===== src/rtl/uart_rx_monitor.sv =====
// UART receive monitor: oversampled serial receiver with start/parity/stop checks,
// a first-word fall-through receive FIFO and sticky error flags.
module uart_rx_monitor #(
    parameter int CLKS_PER_BIT = 16,
    parameter int DATA_BITS    = 8,
    parameter int PARITY       = 0,
    parameter int STOP_BITS    = 1,
    parameter int FIFO_DEPTH   = 16
) (
    input  logic                          HCLK,
    input  logic                          HRESET,
    input  logic                          rx,
    input  logic                          rd,
    output logic [DATA_BITS-1:0]          rdata,
    output logic                          empty,
    output logic                          full,
    output logic [$clog2(FIFO_DEPTH):0]   count,
    output logic                          frame_err,
    output logic                          parity_err,
    output logic                          overrun,
    input  logic                          clr_err
);

    localparam int HALF   = CLKS_PER_BIT / 2;
    localparam int BAUD_W = $clog2(CLKS_PER_BIT);
    localparam int BIT_W  = $clog2(DATA_BITS);
    localparam int AW     = $clog2(FIFO_DEPTH);

    localparam logic [BAUD_W-1:0] HALF_LOAD = BAUD_W'(HALF);
    localparam logic [BAUD_W-1:0] START_MID = BAUD_W'(2 * HALF - 1);
    localparam logic [BAUD_W-1:0] BIT_END   = BAUD_W'(CLKS_PER_BIT - 1);
    localparam logic [BIT_W-1:0]  LAST_BIT  = BIT_W'(DATA_BITS - 1);
    localparam logic [AW:0]       DEPTH_CNT = (AW + 1)'(FIFO_DEPTH);
    localparam logic [AW:0]       ONE_CNT   = (AW + 1)'(1);

    typedef enum logic [2:0] {
        S_IDLE,
        S_START,
        S_DATA,
        S_PAR,
        S_STOP
    } state_t;

    state_t r_state;
    state_t w_nextState;

    logic                 r_sync1;
    logic                 r_rxS;
    logic                 r_rxPrev;
    logic [BAUD_W-1:0]    r_baud;
    logic [BIT_W-1:0]     r_bitCnt;
    logic                 r_stopCnt;
    logic [DATA_BITS-1:0] r_shift;
    logic                 r_parPend;

    logic [DATA_BITS-1:0] r_mem [FIFO_DEPTH];
    logic [AW-1:0]        r_wptr;
    logic [AW-1:0]        r_rptr;
    logic [AW:0]          r_count;
    logic [DATA_BITS-1:0] r_rdata;
    logic                 r_frameErr;
    logic                 r_parityErr;
    logic                 r_overrun;

    logic                 w_fall;
    logic                 w_sample;
    logic                 w_lastStop;
    logic                 w_parityBad;
    logic                 w_frameSet;
    logic                 w_goodFrame;
    logic                 w_push;
    logic                 w_pop;
    logic                 w_overSet;
    logic [AW-1:0]        w_rptrNext;

    // The start-bit wait begins at HALF and ends at 2*HALF-1 so the mid-start sample
    // lands exactly HALF cycles after the edge even for odd bit periods.
    assign w_fall      = r_rxPrev & ~r_rxS;
    assign w_sample    = (r_state == S_START) ? (r_baud == START_MID) : (r_baud == BIT_END);
    assign w_lastStop  = (STOP_BITS == 1) || r_stopCnt;
    assign w_parityBad = (PARITY == 1) ? ~(^r_shift ^ r_rxS) : (^r_shift ^ r_rxS);
    assign w_push      = w_goodFrame && ((r_count != DEPTH_CNT) || rd);
    assign w_pop       = rd && (r_count != '0);
    assign w_overSet   = w_goodFrame && !w_push;
    assign w_rptrNext  = r_rptr + 1'b1;

    always_ff @(posedge HCLK) begin
        if (HRESET) begin
            r_sync1  <= 1'b1;
            r_rxS    <= 1'b1;
            r_rxPrev <= 1'b1;
        end else begin
            r_sync1  <= rx;
            r_rxS    <= r_sync1;
            r_rxPrev <= r_rxS;
        end
    end

    always_ff @(posedge HCLK) begin
        if (HRESET) begin
            r_state <= S_IDLE;
        end else begin
            r_state <= w_nextState;
        end
    end

    always_comb begin
        w_nextState = r_state;
        w_frameSet  = 1'b0;
        w_goodFrame = 1'b0;
        case (r_state)
            S_IDLE: begin
                if (w_fall) w_nextState = S_START;
            end
            S_START: begin
                if (w_sample) w_nextState = r_rxS ? S_IDLE : S_DATA;
            end
            S_DATA: begin
                if (w_sample && (r_bitCnt == LAST_BIT))
                    w_nextState = (PARITY != 0) ? S_PAR : S_STOP;
            end
            S_PAR: begin
                if (w_sample) w_nextState = S_STOP;
            end
            S_STOP: begin
                if (w_sample) begin
                    // Leaving at the stop sample gives half a bit of slack for the next start edge.
                    if (!r_rxS) begin
                        w_frameSet  = 1'b1;
                        w_nextState = S_IDLE;
                    end else if (w_lastStop) begin
                        w_goodFrame = 1'b1;
                        w_nextState = S_IDLE;
                    end
                end
            end
            default: w_nextState = S_IDLE;
        endcase
    end

    always_ff @(posedge HCLK) begin
        if (HRESET) begin
            r_baud    <= '0;
            r_bitCnt  <= '0;
            r_stopCnt <= 1'b0;
            r_shift   <= '0;
            r_parPend <= 1'b0;
        end else if (r_state == S_IDLE) begin
            if (w_fall) begin
                r_baud    <= HALF_LOAD;
                r_bitCnt  <= '0;
                r_stopCnt <= 1'b0;
                r_parPend <= 1'b0;
            end
        end else begin
            r_baud <= w_sample ? '0 : r_baud + 1'b1;
            if (w_sample && (r_state == S_DATA)) begin
                r_shift  <= {r_rxS, r_shift[DATA_BITS-1:1]};
                r_bitCnt <= r_bitCnt + 1'b1;
            end
            if (w_sample && (r_state == S_PAR)) r_parPend <= w_parityBad;
            if (w_sample && (r_state == S_STOP)) r_stopCnt <= 1'b1;
        end
    end

    always_ff @(posedge HCLK) begin
        if (w_push) r_mem[r_wptr] <= r_shift;
    end

    // rdata is a registered copy of the head so it can reset to zero and hold when drained.
    always_ff @(posedge HCLK) begin
        if (HRESET) begin
            r_wptr  <= '0;
            r_rptr  <= '0;
            r_count <= '0;
            r_rdata <= '0;
        end else begin
            if (w_push) r_wptr <= r_wptr + 1'b1;
            if (w_pop)  r_rptr <= w_rptrNext;
            if (w_push && !w_pop)      r_count <= r_count + 1'b1;
            else if (!w_push && w_pop) r_count <= r_count - 1'b1;
            if (w_pop && (r_count > ONE_CNT))
                r_rdata <= r_mem[w_rptrNext];
            else if (w_push && ((r_count == '0) || (w_pop && (r_count == ONE_CNT))))
                r_rdata <= r_shift;
        end
    end

    always_ff @(posedge HCLK) begin
        if (HRESET) begin
            r_frameErr  <= 1'b0;
            r_parityErr <= 1'b0;
            r_overrun   <= 1'b0;
        end else begin
            r_frameErr  <= w_frameSet | (r_frameErr & ~clr_err);
            r_parityErr <= (w_push & r_parPend) | (r_parityErr & ~clr_err);
            r_overrun   <= w_overSet | (r_overrun & ~clr_err);
        end
    end

    assign rdata      = r_rdata;
    assign empty      = (r_count == '0);
    assign full       = (r_count == DEPTH_CNT);
    assign count      = r_count;
    assign frame_err  = r_frameErr;
    assign parity_err = r_parityErr;
    assign overrun    = r_overrun;

endmodule


===== config.mk =====
export PLATFORM = sky130hd
export DESIGN_NAME = uart_rx_monitor
export DESIGN_NICKNAME = d
export VERILOG_FILES = /design/src/rtl/uart_rx_monitor.sv
export SDC_FILE = /design/constraint.sdc
export NUM_CORES = 1
export LEC_CHECK = 0
export CAP_MARGIN = 20
export CORE_ASPECT_RATIO = 0.9
export CORE_MARGIN = 3
export CORE_UTILIZATION = 40
export CTS_BUF_LIST = sky130_fd_sc_hd__clkbuf_8 sky130_fd_sc_hd__clkbuf_16
export DETAILED_ROUTE_END_ITERATION = 7
export GPL_ROUTABILITY_DRIVEN = 0
export PLACE_DENSITY = 0.64
export SETUP_SLACK_MARGIN = 0.02
export SLEW_MARGIN = 40
export SYNTH_ARGS = -nofsm -noshare
export SYNTH_HDL_FRONTEND = slang
export SYNTH_SLANG_ARGS = --single-unit

===== constraint.sdc =====
create_clock -name HCLK -period 3.5 [get_ports HCLK]
set_input_delay 0.7 -clock HCLK [delete_from_list [all_inputs] [get_ports HCLK]]
set_output_delay 0.7 -clock HCLK [all_outputs]
set_load 0.02 [all_outputs]

# --- Word level (Yosys, flattened, before mapping) ---
# Memories as Yosys holds them, arrays and structs flattened.
# Cells that the tools add are included.
# W data, S select, Z words.
op_classes:
  muxes: 28
  reduce_logical: 27
  n_eq_ne: 14
  order_cmp: 1
  n_bitwise: 12
  add_sub_neg: 6
op_table:
  columns: ["operator", "count"]
  rows:
  - ["$mux W3", 8]
  - ["$mux W8", 2]
  - ["$pmux W3 S5", 1]
  - ["$add A4 B1 Y4 const B", 3]
  - ["$mux W4", 3]
  - ["$logic_and A1 B1 Y1", 11]
  - ["$mux W1", 11]
  - ["$mux W5", 2]
  - ["$ne A2 B2 Y1 const B", 5]
  - ["$reduce_bool A2 Y1", 4]
  - ["$reduce_xor A8 Y1", 1]
  - ["$eq A3 B2 Y1 const B", 2]
  - ["$eq A3 B3 Y1 const B", 2]
  - ["$reduce_and A2 Y1", 3]
  - ["$add A5 B1 Y5 const B", 1]
  - ["$and A1 B1 Y1", 5]
  - ["$eq A5 B1 Y1 const B", 1]
  - ["$eq A5 B5 Y1 const B", 1]
  - ["$gt A5 B1 Y1 const B", 1]
  - ["$logic_not A5 Y1", 1]
  - ["$ne A5 B5 Y1 const B", 1]
  - ["$reduce_and A5 Y1", 1]
  - ["$reduce_bool A5 Y1", 1]
  - ["$sub A5 B1 Y5 const B", 1]
  - ["10 further kinds", 16]
totals:
  word_cells: 104
  inputBits: 5
  ram_bits: 128
  output_inout_bits: 18
  n_memories: 1
  ff_bits: 46
memory_table:
  columns: ["memory", "words", "width", "read_ports", "rd_ports_with_merged_regs", "write_ports", "line", "text"]
  rows:
  - ["r_mem", 16, 8, 1, 0, 1, "56", "logic [DATA_BITS-1:0] r_mem [FIFO_DEPTH];"]

# --- Depth between registers and ports, before layout ---
depth:
  word_depth: 8
  ltp_mapped: 10

# --- Worst setup path before layout ---
# Ideal clock, no wire load.
synth_path:
  path_type: "register to register"
  start: "register r_count[0], in the netlist count[0]"
  end: "memory r_mem[3][0], enable pin"
  path_buffers: 0
  stages_incl_launch_ff: 7
  path_slack_ps: 714
  period_less_slack_ps: 2786
  arrival_time_ps: 2403
  t_required_ps: 3117
  path_cell_list: "dfxtp_1 -> inv_1 -> ha_1 -> and4bb_2 -> a211oi_4 -> nand2_1 -> nor3_1"
synth_between:
  elab_chain_cells: 5
synth_rtl:
  columns: ["item", "line", "text"]
  rows:
  - ["from (decl)", "59", "logic [AW:0] r_count;"]
  - ["from (signal assigned)", "180", "if (w_push && !w_pop) r_count <= r_count + 1'b1;"]
  - ["from (signal assigned)", "181", "else if (!w_push && w_pop) r_count <= r_count - 1'b1;"]
  - ["$ne A5 B5 Y1", "82", "assign w_push = w_goodFrame && ((r_count != DEPTH_CNT) || rd);"]
  - ["$logic_or A1 B1 Y1", "82", null]
  - ["$logic_and A1 B1 Y1", "82", null]
  - ["via w_push", "71", "logic w_push;"]
  - ["$mux W1", "167", "if (w_push) r_mem[r_wptr] <= r_shift;"]
  - ["$mux W1 (implied by the code)", "167", null]
  - ["to (decl)", "56", null]
# The timed path passes the listed nets, and every way through them passes these cells.

# --- Worst setup path in the final report ---
layout_path:
  start: "register r_count[1], in the netlist count[1]"
  end: "output full"
layout_between:
  elab_chain_cells: 1
layout_rtl:
  columns: ["item", "line", "text"]
  rows:
  - ["$eq A5 B5 Y1", "203", "assign full = (r_count == DEPTH_CNT);"]
  - ["to (decl)", "16", "output logic full,"]
# No other way between the ends.

==> flow_summary_export.csv <==
group,metric,value,unit
power,peakVddDrop,0.0003428,V
power,power_density,632.9,mW/mm²
clocking,cts_resized,0,
setup_path,crit_chain,"inv_1, ha_1, and4bb_2, clkdlybuf4s50_1",
grt,grt_pass1_vias,4237,
cells_and_area,regArea,0.004765,mm²
synth,synth-seq-area-share,65.68,%
grt,met2_usage,23.80,%
grt,grt_util_met1,23.27,%
clocking,cts_buffer_depth,2,
floorplan,die_area,0.01979,mm²
cells_and_area,diodes,0,
sta,tightest_slew,791.6,ps
sta,hold_viol,0,
floorplan,initial_core_util,40.92,%
clocking,cts_hold_buffers,0,
setup_path,worst_ep_arrival_time,2130,ps
floorplan,ios,23,
floorplan,die_h,133.8,µm
setup_path,max_stage_delay,630,ps
grt,grt_pass1_wl,24.01,mm
synth,synth-main-ff-cell,"edfxtp_1",
drt,viasPerCell,5.304,
clocking,clk_pin_slew,60,ps
clocking,clock_sinks,174,
synth,synth_cell_types,46,
hold_path,min_path_type,"reg -> reg",
cells_and_area,multi_input_area,0.002331,mm²
synth,yosysWarnings,0,
synth,synth_edf_count,128,
status,status,"finished clean",
grt,grt.total_usage,16.04,%
drt,antenna_left,0,
drt,drtPass1Iterations,5,
power,p_leak,2.822,nW
sta,min_period,2829,ps
grt,grt-busiest-layer,"met2",
sta,min_period_over_period,80.83,%
placed_design,dpl_cell_area,0.007845,mm²
setup_path,slowest_stage,"clkdlybuf4s50_1",
floorplan,fp.dieW,148.0,µm
synth,ys_seq_elements,174,
floorplan,rows,46,
clocking,cts_buffers,17,
placed_design,port_buffers,22,
sta,max_freq,353.5,MHz
drt,vias,4434,
cells_and_area,fill_cells,1595,
synth,syn_area,0.007254,mm²
synth,synth_nets,558,
drt,drt_wl_total,15.37,mm
setup_path,required,2800,ps
sta,skew,9.786,ps
setup_path,end_kind,"primary output",
cells_and_area,final_nets,601,
cells_and_area,area_growth,16.56,%
clocking,ctsRootBufferMaster,"clkbuf_16",
placed_design,dp_hpwl,9.927,mm
drt,wl_per_cell,18.38,µm
sta,drv_slew,0,
synth,synth.avg_cell_area,13.43,µm²
clocking,worstSkewPairLatency,430,ps
clocking,cts_tree,"done",
clocking,post-cts-setup-buffers,0,
setup_path,setup.worst_path.start_class,"flip-flop",
setup_path,worst-setup-path-type,"reg -> out",
setup_path,cp_max_fo,6,
sta,setup_viol,0,
grt,overflow,0,
sta,setup_tns,0,ps
grt,grt.met3_usage,4.184,%
cells_and_area,final_area,0.008456,mm²
clocking,cts_max_level,4,
drt,post-route-drc-count,0,
synth,postSynthCellCount,540,
grt,grt_max_degree,47,
grt,antenna_found_initial,0,
cells_and_area,drive_above_1_share,16.28,%
drt,dr.first_iter.drc_count,336,
flow_run,maxCapViolCount,0,
sta,max_slew_margin,47.23,%
synth,synth-async-reset-ratio,0,%
sta,rsz0062_at_grt,"false",
floorplan,core_area,0.01773,mm²
worst max-delay path, delay by kind of cell, from the launching register on:
kind / cells / cell delay (ps)
simple gates: 1 / 320
flops: 1 / 360
buf+inv: 2 / 750
fa+ha+maj: 1 / 270
cells in the mapped netlist (7+ instances only):
cell type | count | area [µm²]
edfxtp_1 | 128 | 3844
nand2_1 | 84 | 315.3
a21oi_1 | 50 | 250.2
dfxtp_1 | 46 | 920.9
nor2_1 | 46 | 172.7
mux4_2 | 21 | 473.0
nor3_1 | 16 | 80.08
ha_1 | 13 | 162.7
nor2b_1 | 13 | 81.33
clkbuf_1 | 10 | 37.54
xnor2_1 | 9 | 78.83
mux2i_1 | 8 | 80.08
inv_1 | 7 | 26.28
xor2_1 | 7 | 61.31
flip-flops by register name, summed over array words and instances (netlist names):
register	flops
r_mem	128
r_shift	8
rdata	8
r_rxPrev	1
r_state	3
r_parPend	1
r_wptr	4
overrun	1
frame_err	1
parity_err	1
r_bitCnt	3
r_rxS	1
r_sync1	1
r_rptr	4
r_baud	4
count	5
kinds of logic (layout without fill, tap and decap cells):
| kind of cell | after synthesis | count (layout) | synth area share [%] |
|---|---|---|---|
| compound gates | 73 | 73 | 6.037 |
| xor+xnor | 19 | 19 | 2.691 |
| fa+ha+maj | 13 | 13 | 2.242 |
| buf+inv | 32 | 88 | 2.346 |
| flops | 174 | 174 | 65.68 |
| mux | 33 | 33 | 8.244 |
| simple gates | 196 | 196 | 12.76 |
layer usage:
metal  up-vias  routed length (µm)
met2       133                7147
met4         0                 235
met3        16                 881
met5         -                   0
li1       2071                   -
met1      2214                7103
placed cells by master, fill, tap and decap left out, drive strengths merged, types with 6 or more instances in the layout:
cell type | synthesis | routed
ha | 13 | 13
clkbuf | 10 | 17
clkdlybuf4s50 | 0 | 22
mux2i | 8 | 8
nor3 | 16 | 16
nand2 | 84 | 84
nor2 | 46 | 46
nor4 | 6 | 6
xor2 | 8 | 8
buf | 15 | 27
xnor2 | 10 | 10
dfxtp | 46 | 46
edfxtp | 128 | 128
inv | 7 | 12
mux4 | 21 | 21
nor2b | 13 | 13
a21oi | 50 | 50
a221oi | 6 | 6
stage by stage:
step / std cells / hold slack (ps) / utilization, % / worst slack, ps / total power [mW]
5_1_grt: 836 / 429.9 / 47.70 / 426.0 / 5.589
2_1_floorplan: 540 / 389.5 / - / 713.9 / 3.141
4_1_cts: 836 / 416.3 / 47.70 / 644.4 / 5.393
3_3_place_gp: 804 / 399.8 / 44.19 / 491.6 / 3.464
6_report: 836 / 414.2 / 47.70 / 671.0 / 5.352
3_5_place_dp: 804 / 396.4 / 44.25 / 460.8 / 3.471
final timing paths:
check | start | endpoint | slack, ps | cells after the start
setup / recovery | count[1] | full | 670 | 4
hold / removal | r_sync1 | r_rxS | 410 | 1
setup reg to reg | count[0] | r_mem[7][0] | 690 | 6
hold reg to reg | r_sync1 | r_rxS | 410 | 1
cell type report:
| class | count | area share, % |
|---|---|---|
| clock buffer | 17 | 5.031 |
| clock inverter | 15 | 2.190 |
| inverter | 7 | 0.3107 |
| multi-input combinational | 334 | 27.57 |
| sequential | 174 | 56.35 |
| tap | 240 | 3.551 |
| timing repair buffer | 49 | 5.001 |
power breakdown:
part | switching (mW) | leakage, nW | internal [mW]
logic | 0.581 | 0.968 | 0.524
registers | 0.0704 | 1.56 | 2.26
clock network | 0.787 | 0.295 | 1.13
total | 1.44 | 2.82 | 3.91
Power figures use the tool's default switching activity.
